File: src/rtl/gray2bin_rr_sched.sv
// gray2bin_rr_sched
// Two requesters share one bit-serial gray-to-binary converter under round-robin
// arbitration. A word is taken in IDLE, decoded MSB-first one bit per cycle in
// CONV, and held on the output port in HOLD until the consumer accepts it.
//
// Ports:
//   clk, rst_n             clock (rising edge), asynchronous active-low reset
//   req0_valid/gray/ready  requester 0 handshake and gray word
//   req1_valid/gray/ready  requester 1 handshake and gray word
//   out_valid/ready        result handshake
//   out_bin                decoded binary word (meaningful while out_valid)
//   out_id                 requester that owns out_bin
//   busy                   converter is not idle
module gray2bin_rr_sched #(
  parameter int unsigned WIDTH = 10
) (
  input  logic             clk,
  input  logic             rst_n,
  input  logic             req0_valid,
  input  logic [WIDTH-1:0] req0_gray,
  output logic             req0_ready,
  input  logic             req1_valid,
  input  logic [WIDTH-1:0] req1_gray,
  output logic             req1_ready,
  output logic             out_valid,
  input  logic             out_ready,
  output logic [WIDTH-1:0] out_bin,
  output logic             out_id,
  output logic             busy
);

  localparam int unsigned IdxW = (WIDTH > 1) ? $clog2(WIDTH) : 1;

  typedef enum logic [1:0] {
    StIdle,
    StConv,
    StHold
  } state_e;

  state_e           state_q;
  logic [WIDTH-1:0] gray_q;
  logic [WIDTH-1:0] acc_q;
  logic [IdxW-1:0]  idx_q;
  logic             prev_q;  // last decoded bit, i.e. acc[idx+1]; 0 above the MSB
  logic             id_q;
  logic             ptr_q;   // 0: req0 wins a tie, 1: req1 wins a tie

  logic             grant0;
  logic             grant1;
  logic             conv_bit;

  // Combinational arbitration, only offered while idle.
  always_comb begin
    grant0 = 1'b0;
    grant1 = 1'b0;
    if (state_q == StIdle) begin
      grant0 = req0_valid & (~req1_valid | ~ptr_q);
      grant1 = req1_valid & (~req0_valid | ptr_q);
    end
  end

  assign req0_ready = grant0;
  assign req1_ready = grant1;

  assign conv_bit = gray_q[idx_q] ^ prev_q;

  always_ff @(posedge clk or negedge rst_n) begin
    if (!rst_n) begin
      state_q <= StIdle;
      gray_q  <= '0;
      acc_q   <= '0;
      idx_q   <= '0;
      prev_q  <= 1'b0;
      id_q    <= 1'b0;
      ptr_q   <= 1'b0;
    end else begin
      case (state_q)
        StIdle: begin
          if (grant0 | grant1) begin
            gray_q  <= grant1 ? req1_gray : req0_gray;
            id_q    <= grant1;
            acc_q   <= '0;
            prev_q  <= 1'b0;
            idx_q   <= IdxW'(WIDTH - 1);
            state_q <= StConv;
          end
        end
        StConv: begin
          acc_q[idx_q] <= conv_bit;
          prev_q       <= conv_bit;
          if (idx_q == '0) begin
            state_q <= StHold;
          end else begin
            idx_q <= idx_q - IdxW'(1);
          end
        end
        StHold: begin
          if (out_ready) begin
            // Hand the tie-break to whoever was not just served.
            ptr_q   <= ~id_q;
            state_q <= StIdle;
          end
        end
        default: state_q <= StIdle;
      endcase
    end
  end

  assign out_valid = (state_q == StHold);
  assign out_bin   = acc_q;
  assign out_id    = id_q;
  assign busy      = (state_q != StIdle);

endmodule

File: config.mk
export PLATFORM = sky130hd
export DESIGN_NAME = gray2bin_rr_sched
export DESIGN_NICKNAME = d
export VERILOG_FILES = /design/src/rtl/gray2bin_rr_sched.sv
export SDC_FILE = /design/constraint.sdc
export NUM_CORES = 1
export LEC_CHECK = 0
export BUFFER_PORTS_ARGS = -buffer_cell sky130_fd_sc_hd__buf_2
export CORE_MARGIN = 2
export CORE_UTILIZATION = 50
export DETAILED_ROUTE_END_ITERATION = 12
export PLACE_DENSITY = 0.76
export SETUP_SLACK_MARGIN = 0.5
export SYNTH_ARGS = -nofsm -noshare
export SYNTH_HDL_FRONTEND = slang
export SYNTH_SLANG_ARGS = --single-unit
File: constraint.sdc
create_clock -name clk -period 2.7 [get_ports clk]
set_input_delay 0.405 -clock clk [delete_from_list [all_inputs] [get_ports clk]]
set_output_delay 0.405 -clock clk [all_outputs]
set_load 0.005 [all_outputs]
==> impl_metrics.env <==
export IMPL_cts_tree="yes"
export IMPL_setup_viol=0
export IMPL_fin_crit_sh_pct=73.6
export IMPL_synth_top_area_share_pct=45.2
export IMPL_avgSynthCellArea_um2=9.80
export IMPL_cp_start_kind="flip-flop"
export IMPL_vias_per_cell=5.21
export IMPL_hold_violations=0
export IMPL_grt_pass1_wl_mm=5.64
export IMPL_place_inst=241
export IMPL_synth_cell_types=35
export IMPL_irDropWorstVdd_uv=512
export IMPL_yosysWarningCount=0
export IMPL_synth_edff_count=0
export IMPL_wl_per_cell_um=12.9
export IMPL_endpoint_kind="flip-flop"
export IMPL_dp_hpwl_mm=2.43
export IMPL_grt_usage_pct=21.0
export IMPL_ys_seq_area_share_pct=45.2
export IMPL_clockRootBuffer="clkbuf_4"
export IMPL_worst_path_largest_cell_delay_ns=0.53
export IMPL_first_pass_iters=4
export IMPL_grt_pass1_vias=1277
export IMPL_core_um2=3050
export IMPL_portBuffers=39
export IMPL_rows=20
export IMPL_synthFlopType="dfrtp_1"
export IMPL_die_w_um=60.7
export IMPL_status="finished clean"
export IMPL_skew_ns=0.0118
export IMPL_htree_levels=2
export IMPL_syn_inst=164
export IMPL_crit_fanout=11
export IMPL_grt_overflow=0
export IMPL_crit_type="flip-flop to flip-flop"
export IMPL_antenna_found_initial=0
export IMPL_drv_cap=0
export IMPL_arrival_ns=2.20
export IMPL_fin_crit_ns=1.99
export IMPL_reg2reg_to="idx_q[3]"
export IMPL_path_cells="inv_1 > ha_1 > nor3b_1 > buf_4 > a2111oi_1 > xnor2_1 > nand2_1"
export IMPL_crit_required_ns=2.91
export IMPL_final_cells=248
export IMPL_diodes=0
export IMPL_synth_seq_cells=29
export IMPL_cpMaxStageDelayCell="dfrtp_1"
export IMPL_power_leakage_nw=1.03
export IMPL_fin_nets=234
export IMPL_vias=1291
export IMPL_regToRegSetupSlack_ns=0.71
export IMPL_grt_max_degree=30
export IMPL_synth_nets=194
export IMPL_ctsHoldBuffers=0
export IMPL_maxSlewViolCount=0
export IMPL_hold_path_class="input pin to asynchronous set/reset pin"
export IMPL_drt_total_wl_mm=3.20
export IMPL_tns_ns=0
export IMPL_fin_ws_ns=0.712
export IMPL_io_pins=40
export IMPL_clk_latency_ns=0.33
export IMPL_drt_initial_drc_count=32
export IMPL_relSlewSlack_pct=58.3
export IMPL_clk_path_buf_depth=2
export IMPL_die_y_um=60.7
export IMPL_synth_area_leader_cell="dfrtp_1"
export IMPL_syn_to_final_growth_pct=18.1
export IMPL_numCtsBuffers=5
export IMPL_drive_gt1_share_pct=27.5
export IMPL_synth_area_top_cells="dfrtp_1 45%, mux2i_1 12%, nand2_1 5.6%"
export IMPL_ant_nets=0
export IMPL_tightest_slew_ns=0.626
export IMPL_clock_sinks=29
export IMPL_ff2ff_path_depth=7
export IMPL_fmax_mhz=503
export IMPL_post_dp_cell_area_um2=1840
export IMPL_fin_total_pwr_mw=2.08
export IMPL_post_place_ws_ns=0.580
export IMPL_design_area_um2=1900
export IMPL_r2r_start="idx_q[1]"
export IMPL_place_congestion=0.889
export IMPL_cellPowerDensity_nw_per_um2=1100
export IMPL_start_util_pct=52.6
export IMPL_die_area_um2=3680
export IMPL_drc=0
export IMPL_grt_setup_unrepaired="false"
export IMPL_postSynth_asyncResetShare_pct=100
export IMPL_netlist_area_um2=1610
export IMPL_clk_pin_slew_worst_paths_ns=0.09
-- synth_stat cells (2+ instances only) --
cell type / n
a21oi_1: 13
a22o_1: 3
a22oi_1: 2
a31oi_1: 2
buf_2: 2
clkbuf_1: 7
dfrtp_1: 29
ha_1: 5
inv_1: 9
mux2i_1: 19
mux4_2: 2
nand2_1: 24
nand2b_1: 2
nand3_1: 3
nor2_1: 16
nor2b_1: 3
nor3_1: 3
or3_1: 2
xnor2_1: 2
-- layout make-up --
| type | instances | area, um^2 |
|---|---|---|
| Fill cell | 279 | 1160 |
| Multi-Input combinational cell | 116 | 801 |
| Timing Repair Buffer | 43 | 225 |
| Clock buffer | 7 | 55.1 |
| Inverter | 9 | 33.8 |
| Tap cell | 44 | 55.1 |
| Sequential cell | 29 | 727 |
-- worst max-delay path by stage --
stage / start / slack [ns] / to / depth (start not counted)
6_report: idx_q[1] / 0.71 / idx_q[3] / 7
3_3_place_gp: idx_q[0] / 0.67 / idx_q[3] / 7
5_1_grt: idx_q[1] / 0.52 / idx_q[3] / 7
4_1_cts: idx_q[0] / 0.57 / idx_q[3] / 7
3_5_place_dp: idx_q[0] / 0.58 / idx_q[3] / 7
2_1_floorplan: idx_q[1] / 0.85 / idx_q[3] / 7
-- kinds of logic after synthesis --
logic type / after synthesis / synth area share (%)
fa+ha+maj: 5 / 3.89
compound gates: 28 / 11.4
simple gates: 57 / 15.7
mux: 24 / 17.6
flops: 29 / 45.2
xor+xnor: 2 / 1.09
buf+inv: 19 / 5.06
-- per-stage QoR --
step | utilization, % | hold WS [ns]
floorplan | - | 0.109
global placement | 60.2 | 0.452
detailed placement | 60.2 | 0.460
CTS | 62.0 | 0.103
global route | 62.1 | 0.132
finish | 62.1 | 0.0827
-- report_power, final --
group	internal [mW]	switching [mW]	total, mW
sequential	0.632	0.193	0.824
combinational	0.508	0.487	0.995
clock	0.123	0.139	0.262
-- registers in the layout, summed over array words and instances (netlist names) --
name / count
gray_q: 10
idx_q: 4
out_bin: 10
out_id: 1
prev_q: 1
ptr_q: 1
state_q: 2
-- what timing repair did --
| action | CTS | global route |
|---|---|---|
| endpoints found under the setup margin | 0 | 7 |
| resized for setup | 0 | 2 |
| setup buffers | 0 | 0 |
-- critical path: cells and delay by family, from the launching register on --
| kind | cells | cell delay, ns |
|---|---|---|
| flip-flops | 1 | 0.53 |
| AO/OA/AOI/OAI | 1 | 0.45 |
| buffers and inverters | 2 | 0.31 |
| adder cells (fa/ha/maj) | 1 | 0.23 |
| AND/OR/NAND/NOR | 2 | 0.20 |
| XOR/XNOR | 1 | 0.16 |
-- routing by layer --
layer,global-route usage (%),part of all wire [%]
met5,0,0
met4,9.94,1.6
met3,5.97,5.8
met2,34.7,48
met1,25.4,44
-- cells in the final DEF (no fill, tap or decap), types with 2 or more instances in the layout --
cell type,n
nand2_1,24
a21oi_1,13
a31oi_1,2
a22o_1,3
nor2_1,16
or3_1,2
mux4_2,2
nand2b_1,2
inv_1,9
buf_4,4
clkbuf_4,5
buf_2,39
ha_1,5
xnor2_1,2
a22oi_1,2
nor2b_1,3
nand3_1,3
mux2i_1,19
nor3_1,3
dfrtp_1,28
(Power assumes the default switching activity.)
